==> src/rtl/dvi_video_pkg.sv <==
// Shared definitions for DVI raster timing sources: FSM state codes,
// sync-level helpers and the default 640x480@60 timing set.
package dvi_video_pkg;

  localparam logic [1:0] ST_IDLE = 2'd0;
  localparam logic [1:0] ST_SEEK = 2'd1;
  localparam logic [1:0] ST_RUN  = 2'd2;

  localparam int DEF_H_ACTIVE = 640;
  localparam int DEF_H_FP     = 16;
  localparam int DEF_H_SYNC   = 96;
  localparam int DEF_H_BP     = 48;
  localparam int DEF_V_ACTIVE = 480;
  localparam int DEF_V_FP     = 10;
  localparam int DEF_V_SYNC   = 2;
  localparam int DEF_V_BP     = 33;
  localparam int DEF_CNT_W    = 12;

  localparam logic        DEF_HS_POL     = 1'b0;
  localparam logic        DEF_VS_POL     = 1'b0;
  localparam logic [23:0] DEF_FILL_COLOR = 24'h000000;

  function automatic logic sync_level(input logic asserted, input logic pol);
    return asserted ? pol : ~pol;
  endfunction

  function automatic logic idle_level(input logic pol);
    return ~pol;
  endfunction

endpackage

==> src/rtl/dvi_tx_video_timing_if.sv <==
// Pixel stream into the DVI timing generator: 24-bit RGB beats with a
// frame-start marker on a valid/ready handshake.
interface dvi_tx_video_timing_if;
  logic [23:0] s_data;
  logic        s_user;
  logic        s_valid;
  logic        s_ready;

  modport master (output s_data, output s_user, output s_valid, input s_ready);
  modport slave  (input s_data, input s_user, input s_valid, output s_ready);
endinterface

==> src/rtl/dvi_tx_raster_counter.sv <==
// Free-running h/v raster counters with region decode. Decodes are
// combinational from the current count; the parent registers them.
module dvi_tx_raster_counter
  import dvi_video_pkg::*;
#(
  parameter int H_ACTIVE = DEF_H_ACTIVE,
  parameter int H_FP     = DEF_H_FP,
  parameter int H_SYNC   = DEF_H_SYNC,
  parameter int H_BP     = DEF_H_BP,
  parameter int V_ACTIVE = DEF_V_ACTIVE,
  parameter int V_FP     = DEF_V_FP,
  parameter int V_SYNC   = DEF_V_SYNC,
  parameter int V_BP     = DEF_V_BP,
  parameter int CNT_W    = DEF_CNT_W
) (
  input  logic clk,
  input  logic reset_n,
  input  logic clear,
  input  logic advance,
  output logic h_act,
  output logic v_act,
  output logic hs,
  output logic vs,
  output logic first
);

  localparam int H_TOTAL = H_ACTIVE + H_FP + H_SYNC + H_BP;
  localparam int V_TOTAL = V_ACTIVE + V_FP + V_SYNC + V_BP;

  localparam logic [CNT_W-1:0] ONE      = CNT_W'(1);
  localparam logic [CNT_W-1:0] H_LAST   = CNT_W'(H_TOTAL - 1);
  localparam logic [CNT_W-1:0] V_LAST   = CNT_W'(V_TOTAL - 1);
  localparam logic [CNT_W-1:0] H_ACT_E  = CNT_W'(H_ACTIVE);
  localparam logic [CNT_W-1:0] HS_START = CNT_W'(H_ACTIVE + H_FP);
  localparam logic [CNT_W-1:0] HS_END   = CNT_W'(H_ACTIVE + H_FP + H_SYNC);
  localparam logic [CNT_W-1:0] V_ACT_E  = CNT_W'(V_ACTIVE);
  localparam logic [CNT_W-1:0] VS_START = CNT_W'(V_ACTIVE + V_FP);
  localparam logic [CNT_W-1:0] VS_END   = CNT_W'(V_ACTIVE + V_FP + V_SYNC);

  logic [CNT_W-1:0] h_cnt;
  logic [CNT_W-1:0] v_cnt;

  // NOTE: reset is synchronous, so it is just the highest-priority branch
  // of the clocked block; state updates use <= so every flop samples
  // pre-edge values regardless of statement order.
  always_ff @(posedge clk) begin
    if (!reset_n || clear) begin
      h_cnt <= '0;
      v_cnt <= '0;
    end else if (advance) begin
      if (h_cnt == H_LAST) begin
        h_cnt <= '0;
        v_cnt <= (v_cnt == V_LAST) ? '0 : v_cnt + ONE;
      end else begin
        h_cnt <= h_cnt + ONE;
      end
    end
  end

  assign h_act = (h_cnt < H_ACT_E);
  assign v_act = (v_cnt < V_ACT_E);
  assign hs    = (h_cnt >= HS_START) && (h_cnt < HS_END);
  assign vs    = (v_cnt >= VS_START) && (v_cnt < VS_END);
  assign first = (h_cnt == '0) && (v_cnt == '0);

endmodule

==> src/rtl/dvi_tx_video_timing.sv <==
// DVI raster timing generator: aligns a framed pixel stream to the raster,
// falls back to FILL_COLOR and resynchronises on underflow/misalignment.
module dvi_tx_video_timing
  import dvi_video_pkg::*;
#(
  parameter int          H_ACTIVE   = DEF_H_ACTIVE,
  parameter int          H_FP       = DEF_H_FP,
  parameter int          H_SYNC     = DEF_H_SYNC,
  parameter int          H_BP       = DEF_H_BP,
  parameter int          V_ACTIVE   = DEF_V_ACTIVE,
  parameter int          V_FP       = DEF_V_FP,
  parameter int          V_SYNC     = DEF_V_SYNC,
  parameter int          V_BP       = DEF_V_BP,
  parameter logic        HS_POL     = DEF_HS_POL,
  parameter logic        VS_POL     = DEF_VS_POL,
  parameter int          CNT_W      = DEF_CNT_W,
  parameter logic [23:0] FILL_COLOR = DEF_FILL_COLOR
) (
  input  logic                         clk,
  input  logic                         reset_n,
  input  logic                         enable,
  dvi_tx_video_timing_if.slave         strm,
  output logic                         out_vsync,
  output logic                         out_hsync,
  output logic                         out_de,
  output logic [23:0]                  out_data,
  output logic [3:0]                   out_ctl,
  output logic                         frame_start,
  output logic                         underflow
);

  logic [1:0]  state;
  logic [1:0]  state_nxt;
  logic        h_act, v_act, hs, vs, first;
  logic        de;
  logic        sof_beat;
  logic        lock;
  logic        run_err;
  logic        ready;
  logic [23:0] pix_nxt;

  dvi_tx_raster_counter #(
    .H_ACTIVE (H_ACTIVE), .H_FP (H_FP), .H_SYNC (H_SYNC), .H_BP (H_BP),
    .V_ACTIVE (V_ACTIVE), .V_FP (V_FP), .V_SYNC (V_SYNC), .V_BP (V_BP),
    .CNT_W    (CNT_W)
  ) u_raster (
    .clk     (clk),
    .reset_n (reset_n),
    .clear   (!enable),
    .advance (state != ST_IDLE),
    .h_act   (h_act),
    .v_act   (v_act),
    .hs      (hs),
    .vs      (vs),
    .first   (first)
  );

  // NOTE: every signal assigned here gets a default first, so no path
  // through the block leaves a value unassigned and no latch is inferred.
  always_comb begin
    de        = h_act && v_act;
    sof_beat  = strm.s_valid && strm.s_user;
    lock      = (state == ST_SEEK) && sof_beat && first;
    // A beat is good in RUN only when its frame marker matches the raster.
    run_err   = (state == ST_RUN) && de &&
                (!strm.s_valid || (strm.s_user != first));
    ready     = 1'b0;
    state_nxt = state;
    pix_nxt   = '0;

    case (state)
      ST_IDLE: state_nxt = ST_SEEK;
      ST_SEEK: begin
        ready = !sof_beat || first;
        if (lock) state_nxt = ST_RUN;
      end
      ST_RUN: begin
        // An early frame-start beat is left on the bus for the next SEEK.
        ready = de && !(sof_beat && !first);
        if (run_err) state_nxt = ST_SEEK;
      end
      default: state_nxt = ST_IDLE;
    endcase

    if (!enable)  state_nxt = ST_IDLE;
    if (!reset_n) ready     = 1'b0;

    if (de) begin
      if (lock || (state == ST_RUN && !run_err)) pix_nxt = strm.s_data;
      else                                        pix_nxt = FILL_COLOR;
    end
  end

  assign strm.s_ready = ready;
  assign out_ctl      = 4'b0000;

  always_ff @(posedge clk) begin
    if (!reset_n) state <= ST_IDLE;
    else          state <= state_nxt;
  end

  always_ff @(posedge clk) begin
    if (!reset_n || !enable || state == ST_IDLE) begin
      out_hsync   <= idle_level(HS_POL);
      out_vsync   <= idle_level(VS_POL);
      out_de      <= 1'b0;
      out_data    <= '0;
      frame_start <= 1'b0;
      underflow   <= 1'b0;
    end else begin
      out_hsync   <= sync_level(hs, HS_POL);
      out_vsync   <= sync_level(vs, VS_POL);
      out_de      <= de;
      out_data    <= pix_nxt;
      frame_start <= first;
      underflow   <= run_err;
    end
  end

endmodule

==> src/flat_wrapper.sv <==
// flat-port wrapper written by rule: the top's interface ports become plain ports
module dvi_tx_video_timing_flat import dvi_video_pkg::*;
#(
  parameter int          H_ACTIVE   = DEF_H_ACTIVE,
  parameter int          H_FP       = DEF_H_FP,
  parameter int          H_SYNC     = DEF_H_SYNC,
  parameter int          H_BP       = DEF_H_BP,
  parameter int          V_ACTIVE   = DEF_V_ACTIVE,
  parameter int          V_FP       = DEF_V_FP,
  parameter int          V_SYNC     = DEF_V_SYNC,
  parameter int          V_BP       = DEF_V_BP,
  parameter logic        HS_POL     = DEF_HS_POL,
  parameter logic        VS_POL     = DEF_VS_POL,
  parameter int          CNT_W      = DEF_CNT_W,
  parameter logic [23:0] FILL_COLOR = DEF_FILL_COLOR
)
  (clk, reset_n, enable, out_vsync, out_hsync, out_de, out_data, out_ctl, frame_start, underflow, strm_s_data, strm_s_user, strm_s_valid, strm_s_ready);
  dvi_tx_video_timing_if strm_i ();
  input  logic clk;
  input  logic reset_n;
  input  logic enable;
  output logic out_vsync;
  output logic out_hsync;
  output logic out_de;
  output logic [23:0] out_data;
  output logic [3:0] out_ctl;
  output logic frame_start;
  output logic underflow;
  input wire logic [$bits(strm_i.s_data)-1:0] strm_s_data;
  input wire logic [$bits(strm_i.s_user)-1:0] strm_s_user;
  input wire logic [$bits(strm_i.s_valid)-1:0] strm_s_valid;
  output wire logic [$bits(strm_i.s_ready)-1:0] strm_s_ready;
  assign strm_i.s_data = strm_s_data;
  assign strm_i.s_user = strm_s_user;
  assign strm_i.s_valid = strm_s_valid;
  assign strm_s_ready = strm_i.s_ready;
  dvi_tx_video_timing #(.H_ACTIVE(H_ACTIVE), .H_FP(H_FP), .H_SYNC(H_SYNC), .H_BP(H_BP), .V_ACTIVE(V_ACTIVE), .V_FP(V_FP), .V_SYNC(V_SYNC), .V_BP(V_BP), .HS_POL(HS_POL), .VS_POL(VS_POL), .CNT_W(CNT_W), .FILL_COLOR(FILL_COLOR)) u_core (.clk(clk), .reset_n(reset_n), .enable(enable), .strm(strm_i), .out_vsync(out_vsync), .out_hsync(out_hsync), .out_de(out_de), .out_data(out_data), .out_ctl(out_ctl), .frame_start(frame_start), .underflow(underflow));
endmodule
==> config.mk <==
export PLATFORM = sky130hd
export DESIGN_NAME = dvi_tx_video_timing_flat
export DESIGN_NICKNAME = d
export VERILOG_FILES = /design/src/rtl/dvi_video_pkg.sv /design/src/rtl/dvi_tx_video_timing_if.sv /design/src/rtl/dvi_tx_raster_counter.sv /design/src/rtl/dvi_tx_video_timing.sv /design/src/flat_wrapper.sv
export SDC_FILE = /design/constraint.sdc
export NUM_CORES = 1
export LEC_CHECK = 0
export CAP_MARGIN = 30
export CELL_PAD_IN_SITES_DETAIL_PLACEMENT = 2
export CELL_PAD_IN_SITES_GLOBAL_PLACEMENT = 2
export CORE_MARGIN = 2
export CORE_UTILIZATION = 28
export DETAILED_ROUTE_END_ITERATION = 16
export PLACE_DENSITY = 0.82
export SETUP_SLACK_MARGIN = 0.05
export SLEW_MARGIN = 30
export SYNTH_ARGS = -nofsm -noshare
export SYNTH_HDL_FRONTEND = slang
export SYNTH_SLANG_ARGS = --single-unit
==> constraint.sdc <==
create_clock -name clk -period 4.8 [get_ports clk]
set_clock_uncertainty 0.15 [all_clocks]
set_input_delay 0.96 -clock clk [delete_from_list [all_inputs] [get_ports clk]]
set_output_delay 0.96 -clock clk [all_outputs]
set_load 0.02 [all_outputs]
### Yosys cells after proc, flatten, opt, wreduce, memory -nomap -nowiden

Index checks and enable logic that the tools add are counted.

* bits in registers: 55
* input bits: 29
* logic and storage cells: 67

* add/sub/neg operators: 2
* magnitude comparators: 6
* eq/ne operators: 7
* multiplexer cells: 9
* bitwise logic cells: 2
* reduce and logical (&&, ||, !) cells: 32

Operators by type and width (number)
* 12-bit by 1-bit adder with 12-bit output, second input constant: 2
* 12-bit by 10-bit equality test with 1-bit output, second input constant: 2
* 12-bit logical NOT: 2
* 12-bit by 10-bit < comparator with 1-bit output, second input constant: 2
* 12-bit by 9-bit < comparator with 1-bit output, second input constant: 2
* 12-bit 2-to-1 mux: 2
* 12-bit by 10-bit >= comparator with 1-bit output, second input constant: 1
* 12-bit by 9-bit >= comparator with 1-bit output, second input constant: 1
* 1-bit logical AND: 12
* 1-bit logical NOT: 7
* 2-bit one-hot mux with 3 select lines: 1
* 2-bit AND reduction: 3
* 1-bit logical OR: 5
* 2-bit 2-to-1 mux: 2
* 2-bit by 1-bit != test with 1-bit output, second input constant: 2
* 1-bit 2-to-1 mux: 3
* 3-bit OR reduction: 1
* 2-bit by 1-bit equality test with 1-bit output, second input constant: 1
* 2-bit equality test, second input constant: 1
* 2-bit logical NOT: 1
* 1-bit inverter: 2
* 1-bit one-hot mux with 2 select lines: 1
* 2-bit nonzero test: 1
* 1-bit != test: 1

### Logic depth before layout (Yosys ltp)

Gate-level depths: netlist of the first run.

* depth in word-level cells: 10
* depth in mapped cells: 10
* depth with buffers taken out: 8

### Modules after synthesis

A second synthesis of the first run with hierarchy kept.

* cell total of the unflattened synthesis: 260
* area, all modules: 2557.5 um2

Modules (own cells, without submodules)
* dvi_tx_raster_counter: times used 1, cells an instance 160, area each 1333.8 um2
* dvi_tx_video_timing: times used 1, cells an instance 100, area each 1223.7 um2

### Worst setup path after synthesis of the first run

OpenSTA, ideal clock, no wires.

* path kind: register -> output
* from: reg u_core.u_raster.h_cnt[11]
* to: out strm_s_ready
* arrival: 1.931 ns
* data required time: 3.690 ns
* slack: 1.759 ns
* cell stages (with the launch flop): 6
* path buffers: 0
* path through: dfxtp_1 -> or4_4 -> or4_1 -> nor2_1 -> o22ai_1 -> nor2_1

* word-level cells in the longest chain between the ends: 8

RTL lines
* from (decl): line dvi_tx_raster_counter.sv:40 `logic [CNT_W-1:0] h_cnt;`
* from (signal assigned): line dvi_tx_raster_counter.sv:55 `h_cnt <= h_cnt + ONE;`
* branches (longest 6 deep; another with 12-bit by 10-bit < comparator with 1-bit output)
* 1-bit one-hot mux with 2 select lines (*): line dvi_tx_video_timing.sv:71 `case (state)`
* 1-bit 2-to-1 mux (*): line dvi_tx_video_timing.sv:86 `if (!reset_n) ready = 1'b0;`
* to (decl): line flat_wrapper.sv:32 `output wire logic [$bits(strm_i.s_ready)-1:0] strm_s_ready;`

Every way passes the cells marked *.

### Worst setup path in the final report of the first run

Ends and elaborated chain as after synthesis.

==> results.sh, run 1 <==
export IMPL_detail_route_drc_violations=0
export IMPL_count_of_nets_left_with_antenna_violations_after_detail_routing=0
export IMPL_clkSinkCount=55
export IMPL_tightest_slew_ns=0.691
export IMPL_synthesis_yosys_warnings=0
export IMPL_yosysUniqueCellTypes=38
export IMPL_synthDominantCellAreaShare_pct=49.0
export IMPL_cts_max_path_buffers=2
export IMPL_finalNetCount=342
export IMPL_globalRoute_busiestLayer="met2"
export IMPL_regToRegEndpoint="u_core.u_raster.v_cnt[11]"
export IMPL_crit_path_end="strm_s_ready"
export IMPL_antenna_cells=0
export IMPL_yosys_most_used_dff="sky130_fd_sc_hd__dfxtp_1"
export IMPL_routabilityCongestion=0.726
export IMPL_cp_end_kind="output pin"
export IMPL_initial_core_util_pct=28.9
export IMPL_ir_drop_uv=109
export IMPL_seq_area_frac_synth_pct=49.0
export IMPL_area_growth_pct=34.0
export IMPL_regToRegSetupSlack_ns=1.51
export IMPL_design_die_area_um2=8750
export IMPL_clkTransAtPathRegs_ns=0.10
export IMPL_detailed_place_hpwl_mm=4.93
export IMPL_maxSlewHeadroom_pct=53.5
export IMPL_max_freq_mhz=254
export IMPL_cts_hold_repair_buffers=0
export IMPL_setup_violations_final=0
export IMPL_routed_wire_length_per_instance_um=16.1
export IMPL_total_leakage_power_nw=1.09
export IMPL_maxSlewViolCount=0
export IMPL_synthDominantAreaCellType="sky130_fd_sc_hd__dfxtp_1"
export IMPL_post_synth_main_area_contributors="sky130_fd_sc_hd__dfxtp_1 49%, sky130_fd_sc_hd__and2_1 7.0%, sky130_fd_sc_hd__nor2_1 5.2%, sky130_fd_sc_hd__ha_1 5.0%, sky130_fd_sc_hd__xor2_1 4.3%"
export IMPL_worst_ep_arrival_time_ns=2.82
export IMPL_timing_critical_path_mode_cell="sky130_fd_sc_hd__nor2_1"
export IMPL_die_height_um=93.6
export IMPL_gr_usage_met3_pct=2.42
export IMPL_ys_async_sr_fraction_pct=0
export IMPL_power_per_cell_area_nw_per_um2=263
export IMPL_layout_worst_path_cycle_share_pct=81.9
export IMPL_post_cts_resize_count=0
export IMPL_synth_top_cells_by_count="55 x sky130_fd_sc_hd__dfxtp_1, 31 x sky130_fd_sc_hd__nor2_1, 25 x sky130_fd_sc_hd__and2_1, 20 x sky130_fd_sc_hd__nand2_1"
export IMPL_worst_hold_path_num_cells=2
export IMPL_timing_critical_path_from_type="register"
export IMPL_min_delay_path_class="reg2reg"
export IMPL_final_hold_viol_count=0
export IMPL_synth_most_common_cell="sky130_fd_sc_hd__dfxtp_1"
export IMPL_fin_cells=407
export IMPL_grt_setup_unrepaired="no"
export IMPL_setup_tns_final_ns=0
export IMPL_post_cts_setup_buffers=0
export IMPL_groute_layer_met2_usage_pct=28.5
export IMPL_synth_area_per_cell_um2=9.17
export IMPL_max_cap_viol_count=0
export IMPL_die_width_um=93.6
export IMPL_grt_met1_usage_pct=18.1
export IMPL_critPathKind="reg2out"
export IMPL_syn_instance_count=245
export IMPL_synth_ff_latch_count=55
export IMPL_grt_first_pass_wirelength_mm=10.5
export IMPL_dpl_cell_count=399
export IMPL_first_iter_violations=39
export IMPL_cp_startpoint="u_core.u_raster.h_cnt[11]"
export IMPL_timing_critical_path_fanout_max=5
export IMPL_fraction_of_layout_cells_with_a_size_suffix_above_1_pct=3.93
export IMPL_port_buffers=58
export IMPL_detail_route_first_pass_iterations=4
export IMPL_ff2ff_path_depth=7
export IMPL_grt_total_usage_pct=15.4
export IMPL_via_count_of_the_first_global_routing_pass=2088
export IMPL_path_cells="or4_4 -> or4_1 -> nor2_1 -> o22ai_1 -> nor2_1 -> clkdlybuf4s50_1"
export IMPL_drt_total_wl_mm=6.54
export IMPL_synth_edff_count=0
export IMPL_number_of_buffers_inserted_during_clock_tree_synthesis=5
export IMPL_critPathMaxStageDelay_ns=0.61
export IMPL_grt_overflow=0
export IMPL_worstPathRequired_ns=3.69
export IMPL_via_per_inst=4.68
export IMPL_run_status="finished clean"
export IMPL_period_minus_slack_ns=3.93
export IMPL_design_core_area_um2=7770
export IMPL_route_vias_total=1906
export IMPL_clock_tree_from_tritoncts="built"
export IMPL_worstReg2RegStart="u_core.state[0]"
export IMPL_cts_htree_levels=2
export IMPL_clock_latency_ns=0.32
export IMPL_row_count=32
export IMPL_clock_root_buffer="sky130_fd_sc_hd__clkbuf_8"
export IMPL_synth_cell_area_um2=2250
export IMPL_slowest_stage="sky130_fd_sc_hd__clkdlybuf4s50_1"
export IMPL_maximum_number_of_pins_on_one_net_before_global_route_repair=25
export IMPL_num_io_pins=63
export IMPL_antenna_found_initial=0
==> through the flow <==
stage          utilization, %  setup WS (ns)  instance area, µm²  hold slack, ns  total power, mW
2_1_floorplan               -           1.76                2260           0.314            0.501
3_5_place_dp             37.6           1.19                2920           0.369            0.533
5_1_grt                  38.7          0.710                3010           0.433            0.826
4_1_cts                  38.7          0.833                3010           0.390            0.803
6_report                 38.7          0.868                3010           0.386            0.790
3_3_place_gp             37.6           1.27                2920           0.358            0.530
==> area by class of cell <==
type	count	area, µm²
clock buffers	6	72.6
clock inverters	2	17.5
fillers	875	4760
inverters	9	33.8
multi-input cells	174	1070
flip-flops and latches	55	1100
well taps	102	128
repair buffers	59	588
==> placed cells by master, fill, tap and decap left out, types with 2 or more instances in the layout <==
cell,synthesis,layout
sky130_fd_sc_hd__nor2_1,31,31
sky130_fd_sc_hd__o41ai_1,2,2
sky130_fd_sc_hd__xnor2_1,7,7
sky130_fd_sc_hd__clkbuf_8,0,5
sky130_fd_sc_hd__xor2_1,11,11
sky130_fd_sc_hd__or3_1,5,5
sky130_fd_sc_hd__nor3_1,7,7
sky130_fd_sc_hd__nand4_1,4,4
sky130_fd_sc_hd__clkdlybuf4s50_1,0,58
sky130_fd_sc_hd__and2_1,25,25
sky130_fd_sc_hd__ha_1,9,9
sky130_fd_sc_hd__nor4_1,5,5
sky130_fd_sc_hd__o21ai_0,4,4
sky130_fd_sc_hd__clkinv_4,0,2
sky130_fd_sc_hd__a21oi_1,5,5
sky130_fd_sc_hd__inv_1,9,9
sky130_fd_sc_hd__nand4b_1,2,2
sky130_fd_sc_hd__nand3_1,11,11
sky130_fd_sc_hd__dfxtp_1,55,55
sky130_fd_sc_hd__o22ai_1,2,2
sky130_fd_sc_hd__nand2_1,20,20
sky130_fd_sc_hd__or4_1,4,4
sky130_fd_sc_hd__conb_1,1,4
sky130_fd_sc_hd__or4_4,2,2
==> worst min-delay path by stage <==
stage	start	endpoint
final	u_core.u_raster.v_cnt[11]	u_core.u_raster.v_cnt[11]
after floorplan	u_core.u_raster.v_cnt[1]	u_core.out_vsync
after CTS	u_core.u_raster.v_cnt[11]	u_core.u_raster.v_cnt[11]
after global placement	u_core.u_raster.v_cnt[11]	u_core.u_raster.v_cnt[11]
after global routing	u_core.u_raster.v_cnt[4]	u_core.out_vsync
after detailed placement	u_core.u_raster.v_cnt[1]	u_core.out_vsync
==> logic make-up (layout without fill, tap and decap cells) <==
group,after synthesis,count (layout),synth area share [%]
muxes,1,1,0.446
DFF,55,55,49.0
and+or+nand+nor,123,123,28.7
xor gates and xnor gates,18,18,7.02
AOI/OAI and AO/OA,19,19,5.74
adders and majority gates,9,9,5.01
buffers and inverters,19,76,3.90
other,1,4,0.167
==> where the power goes <==
part	switching (mW)	leakage (nW)	internal, mW
logic	0.0290	0.604	0.0322
clock network	0.163	0.0454	0.105
registers	0.00203	0.443	0.459
total	0.194	1.09	0.596
==> per-layer routing <==
layer	vias to the layer above	wire length (µm)
met3	5	141
met1	941	2750
li1	940	-
met4	0	74
met5	-	0
met2	20	3580
==> critical path: cells and delay by family (launching register included) <==
kind	cells	cell delay [ns]
and+or+nand+nor	4	1.46
buffers and inverters	1	0.61
AOI/OAI and AO/OA	1	0.11
DFF	1	0.34
==> flip-flops by register name (all words and copies together) (netlist names) <==
signal	flops
u_core.out_hsync	1
u_core.state	2
u_core.u_raster.v_cnt	12
u_core.out_data	24
u_core.out_de	1
u_core.underflow	1
u_core.out_vsync	1
u_core.u_raster.h_cnt	12
u_core.frame_start	1
No activity file was read; power rests on OpenSTA's default activity.
==> run 2, diff against run 1 <==
--- a/config.mk
+++ b/config.mk
@@ -9,9 +9,9 @@
 export CELL_PAD_IN_SITES_DETAIL_PLACEMENT = 2
 export CELL_PAD_IN_SITES_GLOBAL_PLACEMENT = 2
 export CORE_MARGIN = 2
-export CORE_UTILIZATION = 28
+export CORE_UTILIZATION = 25
 export DETAILED_ROUTE_END_ITERATION = 16
-export PLACE_DENSITY = 0.82
+export PLACE_DENSITY = 0.78
 export SETUP_SLACK_MARGIN = 0.05
 export SLEW_MARGIN = 30
 export SYNTH_ARGS = -nofsm -noshare
==> constraint.sdc (replaced) <==
create_clock -name clk -period 3.6 [get_ports clk]
set_clock_uncertainty 0.15 [all_clocks]
set_input_delay 0.72 -clock clk [delete_from_list [all_inputs] [get_ports clk]]
set_output_delay 0.72 -clock clk [all_outputs]
set_load 0.02 [all_outputs]
==> run 2 against run 1 <==
  * Clock power is 33% higher
  * Register-to-register slack worse by 0.77 ns
  * First-iteration DRC count is 64% higher
  * Power is 33% higher
  * Critical path depth stayed put
  * Global-route usage is 1.5 points lower
  * Clock-buffer cell count stayed put
  * Hold slack hardly changed
  * Critical endpoint unchanged
==> results.sh, run 2 (same netlist as run 1, synthesis figures left out) <==
export IMPL_worst_hold_path_num_cells=2
export IMPL_max_cap_viol_count=0
export IMPL_final_cell_area_um2=3050
export IMPL_design_core_area_um2=8720
export IMPL_area_growth_pct=35.9
export IMPL_num_io_pins=63
export IMPL_fraction_of_layout_cells_with_a_size_suffix_above_1_pct=5.83
export IMPL_run_status="finished clean"
export IMPL_first_iter_violations=64
export IMPL_cts_max_path_buffers=2
export IMPL_clkTransAtPathRegs_ns=0.11
export IMPL_clock_root_buffer="sky130_fd_sc_hd__clkbuf_8"
export IMPL_clkSinkCount=55
export IMPL_detailed_place_hpwl_mm=5.11
export IMPL_min_delay_worst_endpoint="u_core.u_raster.v_cnt[11]"
export IMPL_hold_path_startpoint="u_core.u_raster.v_cnt[11]"
export IMPL_routabilityCongestion=0.750
export IMPL_antenna_cells=0
export IMPL_design_die_area_um2=9760
export IMPL_layout_cells_most_common_list="57 x sky130_fd_sc_hd__clkdlybuf4s50_1, 55 x sky130_fd_sc_hd__dfxtp_1, 30 x sky130_fd_sc_hd__nor2_1"
export IMPL_post_layout_total_power_mw=1.05
export IMPL_port_buffers=58
export IMPL_timing_critical_path_fanout_max=5
export IMPL_number_of_fillers_in_the_final_layout=956
export IMPL_worstPathRequired_ns=2.73
export IMPL_grt_first_pass_wirelength_mm=10.8
export IMPL_antenna_found_initial=0
export IMPL_largest_reg_flops=24
export IMPL_count_of_nets_left_with_antenna_violations_after_detail_routing=0
export IMPL_worst_ep_arrival_time_ns=2.47
export IMPL_clock_tree_from_tritoncts="built"
export IMPL_period_minus_slack_ns=3.34
export IMPL_post_cts_setup_buffers=0
export IMPL_grt_total_usage_pct=13.9
export IMPL_worstReg2RegStart="u_core.state[0]"
export IMPL_grt_setup_unrepaired="no"
export IMPL_max_freq_mhz=300
export IMPL_via_per_inst=4.60
export IMPL_power_per_cell_area_nw_per_um2=345
export IMPL_ir_drop_uv=167
export IMPL_maxSlewHeadroom_pct=52.8
export IMPL_cp_end_kind="output pin"
export IMPL_slowest_stage="sky130_fd_sc_hd__or4_4"
export IMPL_number_of_buffers_inserted_during_clock_tree_synthesis=5
export IMPL_detail_route_first_pass_iterations=4
export IMPL_critPathKind="reg2out"
export IMPL_maximum_number_of_pins_on_one_net_before_global_route_repair=25
export IMPL_setup_violations_final=0
export IMPL_post_dp_cell_area_um2=2960
export IMPL_layout_worst_path_cycle_share_pct=92.7
export IMPL_finalNetCount=346
export IMPL_largestRegisters="u_core.out_data x24, u_core.u_raster.h_cnt x12, u_core.u_raster.v_cnt x12"
export IMPL_routed_wire_length_per_instance_um=15.6
export IMPL_detail_route_drc_violations=0
export IMPL_regToRegEndpoint="u_core.u_raster.v_cnt[11]"
export IMPL_route_vias_total=1917
export IMPL_die_height_um=98.8
export IMPL_die_width_um=98.8
export IMPL_grt_overflow=0
export IMPL_setup_tns_final_ns=0
export IMPL_cts_hold_repair_buffers=0
export IMPL_via_count_of_the_first_global_routing_pass=2003
export IMPL_final_setup_worst_slack_ns=0.263
export IMPL_clock_latency_ns=0.31
export IMPL_final_hold_viol_count=0
export IMPL_path_cells="or4_4 -> or4_4 -> nor2_2 -> o22ai_1 -> nor2_1 -> dlygate4sd2_1"
export IMPL_maxSlewViolCount=0
export IMPL_timing_critical_path_from_type="register"
export IMPL_timing_critical_path_mode_cell="sky130_fd_sc_hd__or4_4"
export IMPL_critPathMaxStageDelay_ns=0.56
export IMPL_cp_startpoint="u_core.u_raster.h_cnt[5]"
export IMPL_cts_htree_levels=2
export IMPL_place_worst_setup_slack_ns=0.239
export IMPL_min_delay_path_class="reg2reg"
export IMPL_ff2ff_path_depth=7
export IMPL_total_leakage_power_nw=1.11
export IMPL_row_count=34
export IMPL_initial_core_util_pct=25.8
export IMPL_regToRegSetupSlack_ns=0.74
export IMPL_tightest_slew_ns=0.701
export IMPL_finalCoreUtilization_pct=35.0
export IMPL_drt_total_wl_mm=6.52
export IMPL_layout_commonest_cell="sky130_fd_sc_hd__clkdlybuf4s50_1"
export IMPL_max_flop_register="u_core.out_data"
## run 2: worst max path at each step
stage | endpoint | slack, ns | cells past startpoint
after floorplan | u_core.u_raster.v_cnt[11] | 0.66 | 9
after global placement | strm_s_ready | 0.31 | 6
after detailed placement | strm_s_ready | 0.24 | 6
after CTS | strm_s_ready | 0.15 | 6
after global routing | strm_s_ready | 0.13 | 6
final | strm_s_ready | 0.26 | 6
## run 2: metrics by stage
step / cells / hold slack [ns]
after floorplan: 248 / 0.314
after global placement: 409 / 0.356
after detailed placement: 409 / 0.365
after CTS: 417 / 0.393
after global routing: 417 / 0.430
final: 417 / 0.386
## run 2: per-layer routing
| metal | vias up | GRT usage, % | share of wire (%) |
|---|---|---|---|
| li1 | 941 | - | - |
| met1 | 953 | 17.9 | 44 |
| met2 | 16 | 23.9 | 53 |
| met3 | 7 | 1.91 | 1.6 |
| met4 | 0 | 4.43 | 1.4 |
| met5 | - | 0 | 0 |
## run 2: report_power, final
| part | leakage, nW | internal (mW) | switching [mW] |
|---|---|---|---|
| combinational | 0.625 | 0.0444 | 0.0393 |
| sequential | 0.443 | 0.612 | 0.00257 |
| clock | 0.0454 | 0.141 | 0.216 |
| total | 1.11 | 0.796 | 0.258 |
## run 2: critical path, delay by kind of cell (launching register included)
kind                   cells  cell delay (ns)
AND/OR/NAND/NOR            4             1.35
flip-flops                 1             0.37
buffers and inverters      1             0.33
AO/OA/AOI/OAI              1             0.10
## run 2: timing repair
item / 4_1_cts / 5_1_grt
resized for setup: 1 / 2
cloned: 0 / 0
pin swaps: 0 / 0
setup endpoints to repair: 1 / 1
## run 2: cell type report
type	instances	area (µm²)	share of cell area, %
sequential	55	1100	36.1
multi-input combinational	174	1070	35.2
timing repair buffer	63	617	20.2
tap	108	135	4.43
clock buffer	6	72.6	2.38
inverter	9	33.8	1.11
clock inverter	2	17.5	0.574
